===== src/rtl/if_fetch_buffer.sv =====
// First-word-fall-through fetch buffer between IF and ID; replaces the IF_ID register.
// Holds {InsAddr, nextPC4, Instruction}, flushes wrong-path entries, and stalls the PC when full.
module if_fetch_buffer #(
  parameter int DEPTH = 4,
  parameter int AW    = 2
) (
  input  logic          CLK,
  input  logic          Reset,
  input  logic [31:0]   InsAddr,
  input  logic [31:0]   nextPC4,
  input  logic [31:0]   Instruction,
  input  logic          FetchValid,
  input  logic          Flush,
  input  logic          ID_Ready,
  output logic          PCWrite_HD,
  output logic          ID_Valid,
  output logic [31:0]   ID_Instr,
  output logic [31:0]   ID_PC,
  output logic [31:0]   outnextPC4,
  output logic [AW:0]   Count,
  output logic          Empty,
  output logic          Full,
  output logic [15:0]   FlushDropped
);

  typedef struct packed {
    logic [31:0] addr;
    logic [31:0] pc4;
    logic [31:0] instr;
  } fetchEntry_t;

  fetchEntry_t       mem [DEPTH];
  fetchEntry_t       head;
  logic [AW-1:0]     wrPtr, rdPtr;
  logic [AW:0]       cnt;
  logic [15:0]       flushDropped;
  logic              fetchKeep, push, pop;
  logic [16:0]       dropSum;

  assign Empty      = (cnt == '0);
  assign Full       = (cnt == (AW+1)'(DEPTH));
  assign PCWrite_HD = ~Full;
  assign ID_Valid   = ~Empty;
  assign Count      = cnt;
  assign FlushDropped = flushDropped;

  // A fetch that would have been stored if no flush were pending; it counts as dropped on a flush.
  assign fetchKeep = FetchValid & ~Full;
  assign push      = fetchKeep & ~Flush;
  assign pop       = ID_Valid & ID_Ready & ~Flush;
  assign dropSum   = {1'b0, flushDropped} + 17'(cnt) + 17'(fetchKeep);

  assign head       = mem[rdPtr];
  assign ID_Instr   = Empty ? 32'h0 : head.instr;
  assign ID_PC      = Empty ? 32'h0 : head.addr;
  assign outnextPC4 = Empty ? 32'h0 : head.pc4;

  // NOTE: storage has no reset; the pointers and count alone decide what is valid, so stale data is never seen.
  always_ff @(negedge CLK) begin
    if (push) mem[wrPtr] <= '{addr: InsAddr, pc4: nextPC4, instr: Instruction};
  end

  // NOTE: all state uses non-blocking assignments so every register samples pre-edge values.
  always_ff @(negedge CLK or negedge Reset) begin
    if (!Reset) begin
      wrPtr        <= '0;
      rdPtr        <= '0;
      cnt          <= '0;
      flushDropped <= '0;
    end else if (Flush) begin
      wrPtr        <= '0;
      rdPtr        <= '0;
      cnt          <= '0;
      flushDropped <= dropSum[16] ? 16'hFFFF : dropSum[15:0];
    end else begin
      if (push) wrPtr <= wrPtr + 1'b1;
      if (pop)  rdPtr <= rdPtr + 1'b1;
      cnt <= cnt + (AW+1)'(push) - (AW+1)'(pop);
    end
  end

endmodule


===== config.mk =====
export PLATFORM = sky130hd
export DESIGN_NAME = if_fetch_buffer
export DESIGN_NICKNAME = d
export VERILOG_FILES = /design/src/rtl/if_fetch_buffer.sv
export SDC_FILE = /design/constraint.sdc
export NUM_CORES = 1
export LEC_CHECK = 0
export ABC_AREA = 1
export BUFFER_PORTS_ARGS = -buffer_cell sky130_fd_sc_hd__buf_2
export CORE_ASPECT_RATIO = 1.5
export CORE_MARGIN = 4
export CORE_UTILIZATION = 25
export DETAILED_ROUTE_END_ITERATION = 16
export HOLD_SLACK_MARGIN = 0.06
export SYNTH_ARGS = -nofsm -noshare
export SYNTH_HDL_FRONTEND = slang
export SYNTH_SLANG_ARGS = --single-unit
export TNS_END_PERCENT = 20

===== constraint.sdc =====
create_clock -name CLK -period 6.27 [get_ports CLK]
set_input_delay 0.9405 -clock CLK [delete_from_list [all_inputs] [get_ports CLK]]
set_output_delay 0.9405 -clock CLK [all_outputs]
set_load 0.05 [all_outputs]

==> flow_summary.toml <==
[clock_tree]
clk_pin_slew_ns = 0.05
cts_tree = "done"
clock_latency_ns = 0.63
clockBufferDepth = 3
clock-sinks = 407
cts_inserted_buffers = 43
cts-root-buf = "clkbuf_16"
cts_max_level = 2

[synthesis]
synth-seq-cells = 407
syn_nets = 1455
yosysTopAreaCell = "edfxtp_1"
yosysTopAreaCellShare_pct = 70.5
yosysSeqAreaShare_pct = 74.0
synth_area_leaders = "edfxtp_1 70%, nor2_1 9.4%, o21ai_1 5.1%"
synth-main-ff-cell = "edfxtp_1"
async_flop_share_pct = 5.65
syn_area_um2 = 16400
ys_warn_count = 0
synth_edf_count = 384
ys_top_cells_by_count = "410 x nor2_1, 384 x edfxtp_1, 166 x o21ai_1"
ys_types = 31
yosysMostFrequentCell = "nor2_1"
synthCells = 1343
avgSynthCellArea_um2 = 12.2

[cells_and_area]
syn_to_final_growth_pct = 41.2
post-route-util_pct = 35.7
stdcell_count = 2900
drive_gt1_share_pct = 23.0
nNetsFinal = 2104
n_fill_cell = 6213

[placed_design]
dpl.hpwl_um = 27200
pre_cts_ws_ns = 0.280
placed_cells = 2402
portBuffers = 219
place_congestion = 0.762

[worst_setup_path]
worstPathRequired_ns = 5.33
max_stage_delay_ns = 0.44
startpoint_type = "flip-flop"
critPathKind = "reg2out"
crit_family = "buffers and inverters"
crit_chain = "buf_12, clkbuf_16, clkbuf_16, nor2_1, nor2_1, o21ai_0, a21oi_1, buf_4"
crit_fanout = 8
slowest_stage = "dfrtn_1"
end_kind = "output port"
cp.buffers_inverters = 4
arrival_ns = 5.35

[global_routing]
overflow = 0
grt_max_degree = 49
grt_pass1_vias = 13600
antenna_found_initial = 17
track_usage_pct = 13.3
grt_pass1_wl_um = 71200

[pwr]
power_per_cell_area_nw_per_um2 = 516
total_power_uw = 11900
p_leak_uw = 0.00991
peakVddDrop_uv = 386

[timing]
rsz0062_at_grt = "true"
finalWorstSetupSlack_ns = -0.0229
hold_violations = 0
relSlewSlack_pct = 63.1
worst_slew_pin_slew_ns = 0.553
drv_slew = 0
finalSetupViolations = 1
clock-skew-final_ns = 0.0707
whs_ns = 0.477

[route]
wirelength_um = 51100
drcViolationCount = 0
antenna_left = 0
drtIter0Drc = 819
dr.pass1.iters = 5
wl_per_cell_um = 17.6
vias = 12700
viasPerCell = 4.38

[run_status]
violations = "setup timing"
status = "finished with violations"

[die]
die_width_um = 217
core_um2 = 64600
rows = 114
start_util_pct = 25.3
die_area_um2 = 69700
io-pin-count = 220
die_y_um = 321

[min_path]
min_path_type = "reg2reg"

[run]
drv_cap = 0
-- worst reg2reg max path, cell delays in order, from the launching register on --
cell,delay [ns]
dfrtn_1,0.37
inv_1,0.06
nand2_1,0.10
nor2_4,0.19
buf_4,0.36
nor2_1,0.12
inv_1,0.12
nor2_1,0.06
ha_1,0.26
inv_1,0.05
ha_1,0.13
inv_1,0.05
fa_1,0.39
a21oi_1,0.12
nor3_1,0.06
-- flip-flops by register name, indices dropped and copies added (netlist names) --
register / flops
FlushDropped: 16
Count: 3
rdPtr: 2
mem: 384
wrPtr: 2
-- cells in the final DEF, fill, tap and decap left out, types with 3 or more instances in the layout --
cell,count
buf_12,25
clkinvlp_2,8
diode_2,9
a21oi_1,62
edfxtp_1,384
nand3_1,18
buf_2,132
a21oi_2,39
buf_6,32
inv_4,3
o21ai_1,168
clkbuf_16,59
nand2_1,49
buf_16,9
o21ai_0,9
fa_1,3
nand4_1,5
nor3_1,3
inv_8,3
nor2_1,390
nor2_2,13
inv_6,4
inv_1,431
nand3_2,5
ha_1,8
o21ai_2,22
nor2_4,10
dfrtn_1,23
bufinv_16,3
buf_4,82
-- through the flow --
stage               area (um2)  setup TNS (ns)
detailed placement       18900               0
global placement         18900               0
finish                   23100         -0.0229
global route             23100           -4.05
floorplan                16400          -19.15
CTS                      22200           -1.99
-- power breakdown --
| part | switching [uW] | internal (uW) |
|---|---|---|
| Sequential | 90.4 | 3210 |
| Combinational | 3530 | 1640 |
| Clock | 1710 | 1740 |
-- repair_timing --
item                                    in CTS  in global routing
resized for setup                          114                134
pin swaps                                    6                 30
setup buffers                                1                  9
endpoints found under the setup margin      95                 95
endpoints found under the hold margin        0                  0
cloned                                       3                 19
hold buffers                                 0                  0
-- kinds of logic after synthesis --
| logic type | Yosys count | share of synthesized area [%] |
|---|---|---|
| flip-flops | 407 | 74.0 |
| buffers and inverters | 122 | 3.36 |
| XOR/XNOR | 2 | 0.107 |
| AO/OA/AOI/OAI | 300 | 9.18 |
| AND/OR/NAND/NOR | 501 | 12.4 |
| adder cells (fa/ha/maj) | 11 | 0.979 |
-- metal layers --
| layer | wire length (um) | vias to the layer above | global-route usage [%] |
|---|---|---|---|
| met3 | 3120 | 134 | 4.74 |
| met5 | 62 | - | 0 |
| met4 | 2400 | 10 | 9.73 |
| met1 | 19000 | 6092 | 12.7 |
| li1 | - | 6030 | - |
| met2 | 26500 | 436 | 23.7 |
-- layout make-up --
class                   count  area (um2)  area share (%)
flip-flops and latches    407       12100            52.4
multi-input cells         814        4040            17.5
repair buffers            298        2820            12.2
clock inverters           414        1710            7.38
clock buffers              44        1100            4.77
well taps                 870        1090            4.71
inverters                  43         198           0.856
diodes                      9        22.5          0.0975
repair inverters            1        11.3          0.0488
-- path summary, 6_finish.rpt --
kind	start	endpoint	slack (ns)	cells past startpoint
max in group asynchronous	Reset	FlushDropped[9]	2.49	1
max	rdPtr[0]	ID_Instr[9]	-0.02	8
max reg2reg	Count[2]	Count[2]	3.66	14
min reg2reg	FlushDropped[14]	FlushDropped[14]	0.48	3
min	FlushDropped[14]	FlushDropped[14]	0.48	3
min in group asynchronous	Reset	FlushDropped[8]	3.38	1
No activity file was read; power rests on OpenSTA's default activity.
